`src/rtl/modulo_rgb_ctrl_fsm.sv`:
```
`default_nettype none
// modulo_rgb_ctrl_fsm: synchronises bt/po/at, debounces bt and sequences OFF->WAIT->RUN->FAULT.
// Optional FAULT blink output is built only when MOD_RGB_BLINK_EN is defined.
module modulo_rgb_ctrl_fsm #(
  parameter int DEB_CYC   = 4,
  parameter int TIMEOUT   = 16,
  parameter int FAULT_CYC = 3,
  parameter int BLINK_DIV = 8
) (
  input  logic       clk,
  input  logic       rst,
  input  logic       bt_i,
  input  logic       po_i,
  input  logic       at_i,
  output logic [1:0] std_o,
  output logic       bt_q_o,
  output logic       po_s_o,
  output logic       at_s_o,
  output logic       press_o,
  output logic       blink_o
);

  localparam int DW = $clog2(DEB_CYC + 1);
  localparam int WW = $clog2(TIMEOUT + 1);
  localparam int FW = $clog2(FAULT_CYC + 1);

  if (DEB_CYC < 1 || TIMEOUT < 2 || FAULT_CYC < 1 || BLINK_DIV < 1) begin : g_bad_param
    $error("modulo_rgb_ctrl_fsm: illegal parameter value");
  end

  typedef enum logic [1:0] {
    ST_OFF   = 2'b00,
    ST_WAIT  = 2'b01,
    ST_RUN   = 2'b10,
    ST_FAULT = 2'b11
  } state_e;

  // Bit order in the sync pipeline: {at, po, bt}
  logic [2:0]    sync1_q, sync2_q;
  logic          btq_q, btq_d, btq_prev_q, press_q;
  logic [DW-1:0] deb_cnt_q, deb_cnt_d;
  state_e        state_q, state_d;
  logic [WW-1:0] wait_cnt_q, wait_cnt_d;
  logic [FW-1:0] fault_cnt_q, fault_cnt_d;
  logic          both_w;

  assign both_w = sync2_q[1] & sync2_q[2];

  always_comb begin
    deb_cnt_d = '0;
    btq_d     = btq_q;
    if (sync2_q[0] != btq_q) begin
      if (deb_cnt_q == DW'(DEB_CYC - 1)) begin
        btq_d = sync2_q[0];
      end else begin
        deb_cnt_d = deb_cnt_q + 1'b1;
      end
    end
  end

  // press has priority over every timer-driven transition
  always_comb begin
    state_d = state_q;
    case (state_q)
      ST_OFF: begin
        if (press_q) state_d = ST_WAIT;
      end
      ST_WAIT: begin
        if (press_q)                                state_d = ST_OFF;
        else if (wait_cnt_q == WW'(TIMEOUT - 1))    state_d = ST_RUN;
      end
      ST_RUN: begin
        if (press_q)                                          state_d = ST_OFF;
        else if (both_w && fault_cnt_q == FW'(FAULT_CYC - 1)) state_d = ST_FAULT;
      end
      ST_FAULT: begin
        if (press_q) state_d = ST_OFF;
      end
      default: state_d = ST_OFF;
    endcase
    wait_cnt_d  = (state_q == ST_WAIT && state_d == ST_WAIT) ? wait_cnt_q + 1'b1 : '0;
    fault_cnt_d = (state_q == ST_RUN && state_d == ST_RUN && both_w) ? fault_cnt_q + 1'b1 : '0;
  end

  always_ff @(posedge clk or posedge rst) begin
    if (rst) begin
      sync1_q     <= '0;
      sync2_q     <= '0;
      btq_q       <= 1'b0;
      btq_prev_q  <= 1'b0;
      press_q     <= 1'b0;
      deb_cnt_q   <= '0;
      state_q     <= ST_OFF;
      wait_cnt_q  <= '0;
      fault_cnt_q <= '0;
    end else begin
      sync1_q     <= {at_i, po_i, bt_i};
      sync2_q     <= sync1_q;
      btq_q       <= btq_d;
      btq_prev_q  <= btq_q;
      press_q     <= btq_q & ~btq_prev_q;
      deb_cnt_q   <= deb_cnt_d;
      state_q     <= state_d;
      wait_cnt_q  <= wait_cnt_d;
      fault_cnt_q <= fault_cnt_d;
    end
  end

`ifdef MOD_RGB_BLINK_EN
  localparam int BW = $clog2(BLINK_DIV + 1);

  logic [BW-1:0] blink_cnt_q, blink_cnt_d;
  logic          blink_q, blink_d;

  always_comb begin
    blink_cnt_d = '0;
    blink_d     = 1'b0;
    if (state_d == ST_FAULT) begin
      if (state_q != ST_FAULT) begin
        blink_d = 1'b1;
      end else if (blink_cnt_q == BW'(BLINK_DIV - 1)) begin
        blink_d = ~blink_q;
      end else begin
        blink_d     = blink_q;
        blink_cnt_d = blink_cnt_q + 1'b1;
      end
    end
  end

  always_ff @(posedge clk or posedge rst) begin
    if (rst) begin
      blink_cnt_q <= '0;
      blink_q     <= 1'b0;
    end else begin
      blink_cnt_q <= blink_cnt_d;
      blink_q     <= blink_d;
    end
  end

  assign blink_o = blink_q;
`else
  assign blink_o = 1'b0;
`endif

  assign std_o   = state_q;
  assign bt_q_o  = btq_q;
  assign po_s_o  = sync2_q[1];
  assign at_s_o  = sync2_q[2];
  assign press_o = press_q;

endmodule
`default_nettype wire

```
`config.mk`:
```
export PLATFORM = sky130hd
export DESIGN_NAME = modulo_rgb_ctrl_fsm
export DESIGN_NICKNAME = d
export VERILOG_FILES = /design/src/rtl/modulo_rgb_ctrl_fsm.sv
export SDC_FILE = /design/constraint.sdc
export NUM_CORES = 1
export LEC_CHECK = 0
export BUFFER_PORTS_ARGS = -buffer_cell sky130_fd_sc_hd__buf_2
export CORE_ASPECT_RATIO = 0.6
export CORE_MARGIN = 4
export CORE_UTILIZATION = 30
export CTS_BUF_LIST = sky130_fd_sc_hd__clkbuf_4
export CTS_CLUSTER_SIZE = 16
export DETAILED_ROUTE_END_ITERATION = 10
export PLACE_DENSITY = 0.54
export SLEW_MARGIN = 20
export SYNTH_ARGS = -nofsm -noshare
export SYNTH_HDL_FRONTEND = slang
export SYNTH_SLANG_ARGS = --single-unit
```
`constraint.sdc`:
```
create_clock -name clk -period 4.25 [get_ports clk]
set_input_delay 0.6375 -clock clk [delete_from_list [all_inputs] [get_ports clk]]
set_output_delay 0.6375 -clock clk [all_outputs]
set_load 0.02 [all_outputs]
```
# Word level (Yosys, flattened, before mapping)
# Index checks and enable logic that the tools add are counted.
classes:
  n_addsub: 3
  multipliers: 0
  n_div: 0
  order_cmp: 0
  n_eq_ne: 9
  shift: 0
  muxes: 11
  bitwise: 3
  n_reduce_logical: 6
op_table:
  columns: ["cell", "count"]
  rows:
  - ["$mux 2", 7]
  - ["$eq 2x2->1 const B", 4]
  - ["$pmux 2 s4", 1]
  - ["$mux 3", 2]
  - ["$add 5x1->5 const B", 1]
  - ["$eq 5x4->1 const B", 1]
  - ["$mux 5", 1]
  - ["$eq 2x1->1 const B", 2]
  - ["$logic_and 1x1->1", 4]
  - ["$add 3x1->3 const B", 1]
  - ["$eq 3x2->1 const B", 1]
  - ["$add 2x1->2 const B", 1]
  - ["$and 1x1->1", 2]
  - ["$logic_not 2->1", 1]
  - ["$reduce_and 2->1", 1]
  - ["$ne 1x1->1", 1]
  - ["$not 1->1", 1]
word_totals:
  regBits: 21
  latchBits: 0
  ramBits: 0
  rom_bits: 0
  input_bits: 5
  out_inout_bits: 7
  elab_cells: 41
  memories: 0

# Longest topological paths before layout
logic_depth:
  ltp_word: 9
  mapped_depth: 6

# Worst setup path after synthesis
# No wires, ideal clock.
synth_path:
  path_kind: "register -> register"
  start: "register wait_cnt_q[0]"
  end: "register wait_cnt_q[2]"
  setup_ps: 72
  t_arrival_ps: 1322
  t_required_ps: 4178
  slack_ps: 2856
  path_stages_with_launch: 7
  cell_sequence: "dfrtp_1 ha_1 and3_1 ha_1 and2b_1 nand2_1 nor2_1"
synth_between:
  elab_chain_cells: 7
synth_rtl:
  columns: ["item", "line", "rtl"]
  rows:
  - ["start, declared", "43", "logic [WW-1:0] wait_cnt_q, wait_cnt_d;"]
  - ["start signal, assigned", "104", "wait_cnt_q <= wait_cnt_d;"]
  - ["$eq 5x4->1", "70", "else if (wait_cnt_q == WW'(TIMEOUT - 1)) state_d = ST_RUN;"]
  - ["$mux 2", "70", null]
  - ["$mux 2", "69", "if (press_q) state_d = ST_OFF;"]
  - ["$pmux 2 s4", "64", "case (state_q)"]
  - ["$eq 2x1->1", "81", "wait_cnt_d = (state_q == ST_WAIT && state_d == ST_WAIT) ? wait_cnt_q + 1'b1 : '0;"]
  - ["$logic_and 1x1->1", "81", null]
  - ["$mux 5 *", "81", null]
  - ["named net wait_cnt_d[2]", "43", null]
# Mark *: on every way through the listed nets, which the timed path passes. The rest lies on a longest branch.
# A chain may end at the register's enable or synchronous reset.

# Final worst setup path
layout_path:
  start: "register state_q[0] (netlist: std_o[0])"
  end: "output std_o[0]"
layout_lines:
  columns: ["item", "line", "rtl"]
  rows:
  - ["start, declared", "42", "state_e state_q, state_d;"]
  - ["start signal, assigned", "103", "state_q <= state_d;"]
  - ["end, declared", "15", "output logic [1:0] std_o,"]
# No word-level cell between the ends.

==> impl_results.md <==
- Tcrit/Tclk final: 38.0%
- Num rows: 13
- Final Hold Viols: 0
- Yosys top cell area share: between 60% and 70%
- Clock Skew: ~0.0053 ns
- GRT Overall Usage: 8.17%
- Worst Path Required: roughly 3.6 ns
- P_sw: around 0.00015 W
- Clock slew seen by the registers of the worst setup and hold paths: 0.11 ns
- Detailed Route WL: 1160 um
- CTS tree: done
- Vias in the first global route: about 440
- Post-Place Setup Slack: 2.73 ns
- Pleak: 0.439 nW
- Clock power share: 20.1%
- Vias per cell: ~4.3
- Largest net degree at the start of global routing: 22
- Hold Crit Depth: 0
- Top_reg_cell synth: dfrtp_1
- Switching part of the total: 32.0%
- Ranking of synthesized cells by area: dfrtp_1 68%, ha_1 6.4%, nor2_1 4.3%
- Post-synth EDFFs: 0
- Buf/Inv on CP: 1
- Iter 0 DRT Violations: 5
- Setup_tns: 0 ns
- Synth area leader: dfrtp_1
- Starting Density: between 30% and 40%
- Synthesized area per cell: 12.9 sq um
- Seq cells post-synth: 21
- CP max-delay cell: dfrtp_1
- DR vias: roughly 440
- Max Clock Freq: approximately 0.62 GHz
- First drt pass iteration count: 2
- Boundary pin count: 12
- Critical setup path kind: flop to primary output
- Hold path start: sync1_q[0]$_DFF_PP0_
- Global-route wire length before repair: 2040 um
- Root Driver: clkbuf_4
- CTS buffer count: 3
- Internal power: about 0.00033 W
- Synth Warn #: 0
- Synth top cells by count: 21 x dfrtp_1, 9 x nor2_1, 4 x ha_1, 3 x inv_1, 3 x nor2b_1
- GRT overflow: 0
- Post-CTS setup-driven buffer insertion count: 0
- Total die area: ~0.0035 sq mm
- Nets: 83
- Chip height: about 47 um
- Post-CTS Resized: 0
- Unrepaired setup endpoints after global routing: no
- Hpwl dp: 854 um
- Port bufs: 10
- Die Span X: 73.7 um
- PnR worst setup slack: between 2 and 3 ns
- Crit path launch type: flop
- Worst min-delay path class: flop to flop
- Antenna violations before repair: 0
- Sequential fraction of the synthesis area: roughly two thirds
- R2R Path End: std_o[0]$_DFF_PP0_
- Synth-to-Final Area Change: 14.2%
- Status: finished, final reports clean
- Antenna fix cells: 0
- Routed wire per std cell: 11.3 um
- Antenna Nets Post-Route: 0
- Worst skew pair latency: approximately 0.29 ns
- R2R depth: 6
- GPL Wtd Cong: around 0.84
- Crit path DAT: slightly below 1 ns
- CP top delay family: flip-flops
- Clock period minus worst slack: approximately 1.6 ns
- Logic pwr share: a little under a quarter
- CTS max path bufs: 2
- DRC: 0
- Post-cts hold buffer count: 0
- PwrDens: around 540 mW/mm^2
- Pins Over Slew Limit: 0
- Hold worst-path end: sync2_q[0]$_DFF_PP0_
- Syn_nets: between 60 and 70
- # clock sinks: 21
- MaxCap Viol Count: 0
- Post-layout util: 38.4%
- Worst Max-Slew Pin Slew: about 0.76 ns
- Layout cell share with drive strength beyond 1: a little under a quarter
- Start of the worst register-to-register path: wait_cnt_q[0]$_DFF_PP0_
- H-tree depth: 1
- Worst IR Drop VDD: 0.000270 V
- Most numerous cell in the Yosys netlist: dfrtp_1
- Critical path fanouts, max: 6
- Synth cell types: 20
- Cell area after synthesis: around 780 sq um
- Sequential share of power: between 50 and 60%
- Setup violators final: 0
- Cell Chain, Critical Path: buf_2
- Core area: between 0.002 and 0.0025 sq mm
- Ys async rst share: 100%
- R2r setup slk: approximately 2.7 ns
- Max-slew headroom: between 40% and 50%
- Kind of end point of the critical path: primary output
- Critical path's largest stage delay: around 0.47 ns
- Cells after Synth: 60
[registers in the layout (all words and copies together), names as in the netlist]
register / count
std_o: 2
sync1_q: 3
deb_cnt_q: 3
wait_cnt_q: 5
fault_cnt_q: 2
press_o: 1
btq_prev_q: 1
sync2_q: 3
bt_q_o: 1
[cell type report]
class,instances,area [sq um]
clock buffers,4,30.0
repair buffers,10,50.0
inverters,3,11.3
fillers,244,1420
multi-input cells,35,233
well taps,30,37.5
flip-flops and latches,21,526
[power by group through the flow]
stage	Clock [W]	Combinational, W	Sequential (W)
3_3_place_gp	0	0.000112	0.000275
5_1_grt	0.000112	0.000127	0.000278
3_5_place_dp	0	0.000113	0.000276
4_1_cts	0.000103	0.000115	0.000272
2_1_floorplan	0	0.0000637	0.000287
6_report	0.0000970	0.000114	0.000272
[stage by stage]
stage	instance area [sq um]	hold slack, ns	std cells	total power, W
after global placement	857	0.336	99	0.000387
after detailed placement	857	0.338	99	0.000389
final	887	0.359	103	0.000483
after CTS	887	0.364	103	0.000489
after global routing	887	0.370	103	0.000517
after floorplan	777	0.331	60	0.000351
[cell usage in the layout (no fill, tap or decap)]
master and instances:
buf_2 10, inv_1 3, nor3b_1 1, xor2_1 1, a21oi_1 2, nand2_1 2
nor3_1 1, mux2_2 1, dfrtp_1 21, clkbuf_4 4, nand3_1 2, nor2_1 9
a31o_2 1, o21ai_0 1, and3_1 2, conb_1 1, ha_1 4, xnor2_1 2
and2b_1 1, nor2b_1 3, nor4b_2 1
[logic make-up after synthesis]
kind of cell / share of synthesized area [%]
flip-flops: 67.6
multiplexers: 1.45
XOR/XNOR: 3.38
adder cells (fa/ha/maj): 6.44
AND/OR/NAND/NOR: 15.1
other: 0.483
AO/OA/AOI/OAI: 3.06
buffers and inverters: 2.42
[worst max-delay path by stage]
stage	slack, ns	from	cells after the start	to
final	2.64	std_o[0]$_DFF_PP0_	1	std_o[0]
after global routing	2.59	std_o[0]$_DFF_PP0_	1	std_o[0]
after CTS	2.63	std_o[0]$_DFF_PP0_	1	std_o[0]
after detailed placement	2.73	wait_cnt_q[0]$_DFF_PP0_	6	std_o[0]$_DFF_PP0_
after global placement	2.78	wait_cnt_q[0]$_DFF_PP0_	6	wait_cnt_q[3]$_DFF_PP0_
after floorplan	2.86	wait_cnt_q[0]$_DFF_PP0_	6	wait_cnt_q[2]$_DFF_PP0_
[metal layers]
| layer | track usage (%) | vias up | wire length, um |
|---|---|---|---|
| met2 | 12.3 | 10 | 491 |
| met1 | 10.4 | 207 | 592 |
| li1 | - | 219 | - |
| met4 | 2.17 | 0 | 10 |
| met3 | 4.40 | 2 | 66 |
| met5 | 0 | - | 0 |
(Power assumes the default switching activity.)
